[config.mk]
export PLATFORM = sky130hd
export DESIGN_NAME = sram_host_driver
export DESIGN_NICKNAME = d
export VERILOG_FILES = /design/src/rtl/sram_drv_pkg.sv /design/src/rtl/sram_drv_phase_timer.sv /design/src/rtl/sram_host_driver.sv
export SDC_FILE = /design/constraint.sdc
export NUM_CORES = 1
export LEC_CHECK = 0
export CORE_ASPECT_RATIO = 1.75
export CORE_UTILIZATION = 25
export DETAILED_ROUTE_END_ITERATION = 10
export HOLD_SLACK_MARGIN = 0.03
export PLACE_DENSITY = 0.48
export SKIP_LAST_GASP = 1
export SLEW_MARGIN = 10
export SYNTH_ARGS = -nofsm -noshare
export SYNTH_HDL_FRONTEND = slang
export SYNTH_SLANG_ARGS = --single-unit
export TNS_END_PERCENT = 20
[constraint.sdc]
create_clock -name clk -period 2.8 [get_ports clk]
set_clock_uncertainty 0.1 [all_clocks]
set_input_delay 0.7 -clock clk [delete_from_list [all_inputs] [get_ports clk]]
set_output_delay 0.7 -clock clk [all_outputs]
set_load 0.05 [all_outputs]
[src/rtl/sram_drv_pkg.sv]
// Shared state encoding, strobe encodings and defaults for the SRAM host driver.
package sram_drv_pkg;

  typedef enum logic [1:0] {IDLE, LOW, HIGH, TAIL} drv_state_t;

  // Strobe encodings, ordered {we, oe, commit}.
  localparam logic [2:0] PULSE_WLO    = 3'b100;
  localparam logic [2:0] PULSE_WHI    = 3'b100;
  localparam logic [2:0] PULSE_COMMIT = 3'b001;
  localparam logic [2:0] PULSE_READ   = 3'b010;
  localparam logic [2:0] PULSE_SRST   = 3'b111;
  localparam logic [2:0] PULSE_STRM   = 3'b110;

  localparam int SRAM_DEPTH = 8;

endpackage

[src/rtl/sram_drv_phase_timer.sv]
// Phase timer: phase_done marks the last cycle of every PHASE_CYCLES-long phase;
// start realigns the count so the next phase begins on the following cycle.
module sram_drv_phase_timer #(
  parameter int PHASE_CYCLES = 1
) (
  input  logic clk,
  input  logic reset,
  input  logic start,
  output logic phase_done
);

  localparam logic [3:0] RELOAD = 4'(PHASE_CYCLES - 1);

  logic [3:0] cnt;

  always_ff @(posedge clk) begin
    if (reset)                     cnt <= 4'd0;
    else if (start || cnt == 4'd0) cnt <= RELOAD;
    else                           cnt <= cnt - 4'd1;
  end

  assign phase_done = (cnt == 4'd0);

endmodule

[src/rtl/sram_host_driver.sv]
// Host sequencer for the nibble-serial SRAM tile: byte requests become sram_clk pulses and strobes.
// Define SRAM_DRV_STREAM_EN to turn reads into reset + stream bursts of req_len+1 bytes.
module sram_host_driver
  import sram_drv_pkg::*;
#(
  parameter int PHASE_CYCLES = 1,
  parameter int DEPTH        = SRAM_DEPTH
) (
  input  logic       clk,
  input  logic       reset,
  input  logic       req_valid,
  output logic       req_ready,
  input  logic       req_write,
  input  logic [2:0] req_addr,
  input  logic [7:0] req_wdata,
  input  logic [2:0] req_len,
  output logic       rsp_valid,
  output logic [7:0] rsp_data,
  output logic       rsp_last,
  output logic       sram_clk,
  output logic       sram_we,
  output logic       sram_oe,
  output logic       sram_commit,
  output logic [3:0] sram_ad,
  input  logic [7:0] sram_q
);

  drv_state_t state;
  logic [3:0] pulse_idx, last_idx;
  logic [2:0] cur_addr, adv_addr;
  logic [7:0] wdata_q;
  logic       is_write;
  logic       accept, phase_done;
  logic [6:0] acc_pins, adv_pins;

  function automatic logic [2:0] addr_wrap(input logic [3:0] a);
    return 3'(int'(a) % DEPTH);
  endfunction

  // Pins for pulse idx, packed {we, oe, commit, ad}.
  function automatic logic [6:0] pulse_pins(input logic wr, input logic [3:0] idx,
                                            input logic [2:0] a, input logic [7:0] wd);
    logic [6:0] p;
    p = {PULSE_READ, 1'b0, a};
    if (wr) begin
      case (idx)
        4'd0:    p = {PULSE_WLO, wd[3:0]};
        4'd1:    p = {PULSE_WHI, wd[7:4]};
        default: p = {PULSE_COMMIT, 1'b0, a};
      endcase
    end
`ifdef SRAM_DRV_STREAM_EN
    else if (idx == 4'd0) p = {PULSE_SRST, 1'b0, a};
    else                  p = {PULSE_STRM, 1'b0, a};
`endif
    return p;
  endfunction

`ifndef SRAM_DRV_STREAM_EN
  logic unused_len;
  assign unused_len = ^req_len;
`endif

  assign accept = (state == IDLE) && req_ready && req_valid;

  // Stream pulses after the first one walk the address; writes and single reads never advance.
  always_comb begin
    adv_addr = cur_addr;
    if (!is_write && pulse_idx != 4'd0) adv_addr = addr_wrap({1'b0, cur_addr} + 4'd1);
  end

  assign acc_pins = pulse_pins(req_write, 4'd0, addr_wrap({1'b0, req_addr}), req_wdata);
  assign adv_pins = pulse_pins(is_write, pulse_idx + 4'd1, adv_addr, wdata_q);

  sram_drv_phase_timer #(.PHASE_CYCLES(PHASE_CYCLES)) u_timer (
    .clk        (clk),
    .reset      (reset),
    .start      (accept),
    .phase_done (phase_done)
  );

  always_ff @(posedge clk) begin
    if (reset) begin
      state       <= IDLE;
      req_ready   <= 1'b0;
      rsp_valid   <= 1'b0;
      rsp_data    <= 8'h00;
      rsp_last    <= 1'b0;
      sram_clk    <= 1'b0;
      sram_we     <= 1'b0;
      sram_oe     <= 1'b0;
      sram_commit <= 1'b0;
      sram_ad     <= 4'h0;
      pulse_idx   <= 4'd0;
      last_idx    <= 4'd0;
      cur_addr    <= 3'd0;
      wdata_q     <= 8'h00;
      is_write    <= 1'b0;
    end else begin
      rsp_valid <= 1'b0;
      rsp_last  <= 1'b0;
      case (state)
        IDLE: begin
          req_ready <= 1'b1;
          if (accept) begin
            state     <= LOW;
            req_ready <= 1'b0;
            is_write  <= req_write;
            cur_addr  <= addr_wrap({1'b0, req_addr});
            wdata_q   <= req_wdata;
            pulse_idx <= 4'd0;
`ifdef SRAM_DRV_STREAM_EN
            last_idx  <= req_write ? 4'd2 : ({1'b0, req_len} + 4'd1);
`else
            last_idx  <= req_write ? 4'd2 : 4'd0;
`endif
            {sram_we, sram_oe, sram_commit, sram_ad} <= acc_pins;
          end
        end
        LOW: if (phase_done) begin
          state    <= HIGH;
          sram_clk <= 1'b1;
`ifdef SRAM_DRV_STREAM_EN
          // This LOW follows stream pulse pulse_idx-2, whose byte is now on sram_q.
          if (!is_write && pulse_idx >= 4'd2) begin
            rsp_valid <= 1'b1;
            rsp_data  <= sram_q;
          end
`endif
        end
        HIGH: if (phase_done) begin
          sram_clk <= 1'b0;
          if (pulse_idx == last_idx) begin
            state <= TAIL;
          end else begin
            state     <= LOW;
            pulse_idx <= pulse_idx + 4'd1;
            cur_addr  <= adv_addr;
            {sram_we, sram_oe, sram_commit, sram_ad} <= adv_pins;
          end
        end
        TAIL: if (phase_done) begin
          state     <= IDLE;
          req_ready <= 1'b1;
          {sram_we, sram_oe, sram_commit, sram_ad} <= 7'd0;
          if (!is_write) begin
            rsp_valid <= 1'b1;
            rsp_data  <= sram_q;
            rsp_last  <= 1'b1;
          end
        end
        default: state <= IDLE;
      endcase
    end
  end

endmodule

==> results of run 1 <==
[Yosys cell counts (all sizes together)]
library cell and number:
mux2 4, o21ai 3, o21a 4, o31ai 2, a211oi 4, nand2b 1
or4b 1, clkbuf 9, a31oi 1, a21o 1, nand3b 4, ha 11
a311oi 5, buf 3, and2 1, mux2i 8, nor3b 3, and3 4
o31a 1, a2bb2oi 1, o2111ai 1, nand2 30, and4bb 1, nand3 5
o211a 1, a22oi 5, o221ai 5, nor2 20, or3 7, a41oi 1
o311ai 1, nor2b 2, a21bo 2, nor4 1, inv 9, o32ai 2
a21oi 22, dfxtp 40, xor2 1, nor3 8
[state kept, by name (all words and copies together) (netlist names), 2 cells and up]
name,cells
cur_addr,3
u_timer.cnt,4
sram_ad,4
state,2
pulse_idx,4
rsp_data,8
wdata_q,8
[logic make-up (layout without fill, tap and decap cells)]
family | Yosys count | after routing | share of synthesized area
adder cells (fa/ha/maj) | 11 | 11 | 0.06715
flip-flops | 40 | 40 | 0.3907
AO/OA/AOI/OAI | 62 | 62 | 0.2192
XOR/XNOR | 1 | 1 | 0.004274
buffers and inverters | 21 | 62 | 0.04456
multiplexers | 12 | 12 | 0.06105
AND/OR/NAND/NOR | 88 | 88 | 0.2131
[power by group through the flow]
| stage | clock (mW) | sequential, mW | combinational (mW) |
|---|---|---|---|
| 3_5_place_dp | 0 | 0.790 | 1.10 |
| 2_1_floorplan | 0 | 0.925 | 0.669 |
| 5_1_grt | 0.601 | 0.799 | 1.22 |
| 4_1_cts | 0.574 | 0.779 | 1.11 |
| 3_3_place_gp | 0 | 0.788 | 1.10 |
| 6_report | 0.553 | 0.776 | 1.10 |
[per-layer routing]
layer	global-route usage	up-vias	routed length (um)
li1	-	931	-
met1	0.1350	858	2064
met2	0.2399	32	2881
met3	0.02812	8	159
met4	0.06250	0	138
met5	0	-	0
[final cells by class]
class,count,area [um2]
sequential,40,800.8
multi-input combinational,174,1157
timing repair buffer,46,447.9
fill,824,5219
inverter,9,33.78
tap,90,112.6
clock inverter,2,12.51
clock buffer,5,125.1
[worst paths after layout]
path,startpoint,slack [ns],end
hold / removal,u_timer.cnt[0]$_SDFF_PP0_,0.33,u_timer.cnt[0]$_SDFF_PP0_
setup / recovery,req_ready$_SDFFE_PP0P_,0.48,req_ready
setup reg to reg,pulse_idx[1]$_SDFFE_PP0P_,0.58,sram_ad[2]$_SDFFE_PP0P_
hold reg to reg,u_timer.cnt[0]$_SDFF_PP0_,0.33,u_timer.cnt[0]$_SDFF_PP0_
==> results_dict.tcl, run 1 <==
set metrics [dict create \
    min_path_type "reg -> reg" \
    rows 43 \
    io_pins 45 \
    cp.arrival_ns 1.52 \
    r2r_cells 5 \
    area_growth_pct 31.26 \
    place_ws_ns 0.4057 \
    routed_wl_um 5245 \
    tightest_slew_ns 0.7712 \
    cts.clk_slew.worst_paths_ns 0.06 \
    initial_utilization 0.2591 \
    hold_depth 1 \
    path_depth 1 \
    intPower_mw 1.453 \
    cp_top_family "buffers and inverters" \
    ys_top_cells_by_area "dfxtp_1 39%, ha_1 6.7%, nand2_1 5.5%, a21oi_1 5.4%, mux2i_1 3.9%" \
    place.gp.congestion 0.7833 \
    layout_common_cells "41 x clkdlybuf4s50_1, 40 x dfxtp_1, 30 x nand2_1" \
    grt_max_degree 23 \
    grt_setup_unrepaired "no" \
    worst-path-buf-inv 1 \
    die_w_um 70.45 \
    dpl_cell_area_mm2 0.002552 \
    ys_ff_latch 40 \
    synth-warning-count 0 \
    drt_iter0_markers 67 \
    fin_util 0.3401 \
    vias 1829 \
    cts_inserted_buffers 5 \
    design_area_mm2 0.002690 \
    drv_cap 0 \
    path_max_fanout 5 \
    max_slew_margin 0.4791 \
    cts_hold_buf 0 \
    maxSlewViolCount 0 \
    power_switching_uw 973.5 \
    path_class "reg -> out" \
    grt_pass1_vias 1777 \
    antenna_found_initial 0 \
    cts_buffer_depth 2 \
    pwr-share-comb 0.452 \
    hold_slack_ns 0.3297 \
    max_freq_ghz 0.4317 \
    track_usage 0.1293 \
    powerDensity_mw_per_mm2 902.1 \
    postCtsSetupRepairBufs 0 \
    ys_seq_area_frac 0.3907 \
    pwr-share-seq 0.320 \
    cp-end-kind "output pin" \
    synth.distinct_cells 47 \
    peakVddDrop_mv 0.4445 \
    cts-resized-gates 0 \
    cts_tree "built" \
    core_mm2 0.007909 \
    synth_area_per_cell_um2 8.721 \
    syn_area_mm2 0.002049 \
    grt_first_pass_wirelength_um 8680 \
    swShare 0.4012 \
    totalPowerFinal_mw 2.427 \
    grt_overflow_total 0 \
    drc_errors 0 \
    routed_via_density 4.997 \
    layout-drive-gt1-share 0.08696 \
    clockPowerShare 0.228 \
    post-route-min-period_ns 2.316 \
    insertion_delay_ns 0.28 \
    setup_tns_ns 0 \
    htree_levels 2 \
    post-route-period-util 0.8273 \
    diodes 0 \
    dp_hpwl_um 3984 \
    die_h_um 121.8 \
    fin_ws_ns 0.4836 \
    p_leak_nw 1.015 \
    cp.required_ns 2.00 \
    dp_cells 359 \
    setup-violations-final 0 \
    wl_per_cell_um 14.33 \
    drtAntennaViolNets 0 \
    synth.net_count 272 \
    syn_inst 235 \
    outcome "finished, final reports clean" \
    final_nets 313 \
    die_area_mm2 0.008578 \
    cts_root_buf "clkbuf_16" \
    final_hold_viol_count 0 \
    cp_cell_sequence "clkdlybuf4s50_1" \
    synth_top_cell_area_share 0.3907 \
    layout_commonest_cell "clkdlybuf4s50_1" \
    cp_slowest_cell "clkdlybuf4s50_1" \
    max_stage_delay_ns 0.83 \
    synth.largest_area_cell "dfxtp_1" \
    startpoint_type "register" \
    cts_sinks 40 \
    final_cells 366 \
    drtPass1Iterations 4 \
    io_buffers 41 \
]
(Power assumes the default switching activity.)
==> run 2: changes to the inputs <==
- PLACE_DENSITY: 0.48 -> 0.5
- clock period: 2.8 -> 2.1 ns (I/O delays scaled with it)
==> run 2 against run 1 <==
Net effect:
- sequential power up 33%
- clock power up 29%
- die area unchanged
- critical endpoint is now rsp_data[7]
- highest routed layer unchanged
- non-clock buffer count up 12
- cell area up 2.3%
- sequential cell count unchanged
- sequential share of layout area down 0.66 points
- global-route usage up 0.29 points
- via count up 0.71%
- count of clock-buffer cells in the layout up 1
- critical path depth unchanged
- combinational power up 45%
==> results_dict.tcl, run 2 (synthesis results as in run 1) <==
set metrics [dict create \
    timing.rr.start "state[0]$_SDFFE_PP0P_" \
    startpoint_type "register" \
    grt_overflow_total 0 \
    htree_levels 2 \
    drt_iter0_markers 77 \
    io_buffers 41 \
    cp-end-kind "output pin" \
    cp.required_ns 1.47 \
    grt_pass1_vias 1865 \
    drv_cap 0 \
    layout_common_cells "40 x dfxtp_1, 33 x buf_4, 30 x nand2_1" \
    peakVddDrop_mv 0.4027 \
    dp_cells 371 \
    routed_via_density 4.873 \
    cts_tree "built" \
    cp_cell_sequence "clkdlybuf4s50_1" \
    diodes 0 \
    cts_inserted_buffers 5 \
    initial_utilization 0.2591 \
    fin_util 0.3479 \
    max_slew_margin 0.6703 \
    die_area_mm2 0.008578 \
    layout_commonest_cell "dfxtp_1" \
    grt_max_degree 24 \
    cp_slowest_cell "clkdlybuf4s50_1" \
    min_path_type "reg -> reg" \
    setup_tns_ns 0 \
    wl_per_cell_um 14.06 \
    maxSlewViolCount 0 \
    setup-violations-final 0 \
    place.gp.congestion 0.7292 \
    grt_first_pass_wirelength_um 9025 \
    drc_errors 0 \
    cp_top_family "buffers and inverters" \
    postCtsSetupRepairBufs 0 \
    cts_buffer_depth 2 \
    path_class "reg -> out" \
    hold_slack_ns 0.3421 \
    hold_depth 1 \
    hold_path_startpoint "u_timer.cnt[0]$_SDFF_PP0_" \
    post-route-period-util 0.9710 \
    track_usage 0.1323 \
    area_growth_pct 34.25 \
    grt_setup_unrepaired "yes" \
    max_freq_ghz 0.4904 \
    totalPowerFinal_mw 3.325 \
    cts_root_buf "clkbuf_16" \
    cts.clk_slew.worst_paths_ns 0.06 \
    cp.arrival_ns 1.41 \
    top_regs "rsp_data: 8 flops, wdata_q: 8 flops" \
    outcome "finished, final reports clean" \
    max_stage_delay_ns 0.80 \
    dp_hpwl_um 4088 \
    die_h_um 121.8 \
    drtPass1Iterations 3 \
    powerDensity_mw_per_mm2 1209 \
    final_cells 378 \
    cts_sinks 40 \
    post-route-min-period_ns 2.039 \
    vias 1842 \
    place_ws_ns -0.03998 \
    p_leak_nw 1.114 \
    drtAntennaViolNets 0 \
    r2r_cells 6 \
    ff2ff_setup_slack_ns 0.09 \
    final_nets 325 \
    rows 43 \
    routed_wl_um 5313 \
    insertion_delay_ns 0.28 \
    design_area_mm2 0.002751 \
    final_hold_viol_count 0 \
    layout-drive-gt1-share 0.1840 \
    fin_ws_ns 0.06093 \
    cts_hold_buf 0 \
    rr_endpoint "pulse_idx[2]$_SDFFE_PP0P_" \
    path_max_fanout 2 \
    core_mm2 0.007909 \
    min_to "u_timer.cnt[0]$_SDFF_PP0_" \
    io_pins 45 \
    tightest_slew_ns 0.4930 \
    cts-resized-gates 0 \
    die_w_um 70.45 \
    antenna_found_initial 0 \
    dpl_cell_area_mm2 0.002613 \
    worst-path-buf-inv 1 \
]
==> run 2: how the worst max path moves through the flow <==
stage	slack, ns	end	depth (start not counted)	from
CTS	0.01	sram_ad[2]$_SDFFE_PP0P_	6	pulse_idx[0]$_SDFFE_PP0P_
finish	0.06	rsp_data[7]	1	rsp_data[7]$_SDFFE_PP0P_
floorplan	0.18	sram_ad[2]$_SDFFE_PP0P_	7	state[0]$_SDFFE_PP0P_
global placement	-0.005	sram_ad[1]$_SDFFE_PP0P_	6	req_valid
global route	-0.09	pulse_idx[2]$_SDFFE_PP0P_	6	state[0]$_SDFFE_PP0P_
detailed placement	-0.04	sram_ad[2]$_SDFFE_PP0P_	6	req_valid
==> run 2: metal layers <==
layer  part of all wire  GRT usage  up-vias
li1                   -          -      958
met1               0.40     0.1432      851
met2               0.55     0.2440       25
met3              0.026    0.02399        8
met4              0.024    0.06125        0
met5                  0          0        -
==> run 2: cell type report <==
class                      instances  area, um2
inverter                           9      33.78
fill                             862       5157
sequential                        40      800.8
tap                               90      112.6
timing repair buffer              58      508.0
clock inverter                     1      5.005
clock buffer                       6      128.9
multi-input combinational        174       1162
==> run 2: power breakdown <==
group          internal, mW  switching [mW]
sequential            0.918           0.107
combinational         0.666           0.922
clock                 0.431           0.281
total                  2.02            1.31
==> run 3: changes to the inputs <==
- CTS_CLUSTER_SIZE: not set -> 12
==> results of run 3 <==
Final layout, timing and power as in run 2 (identical DEF).
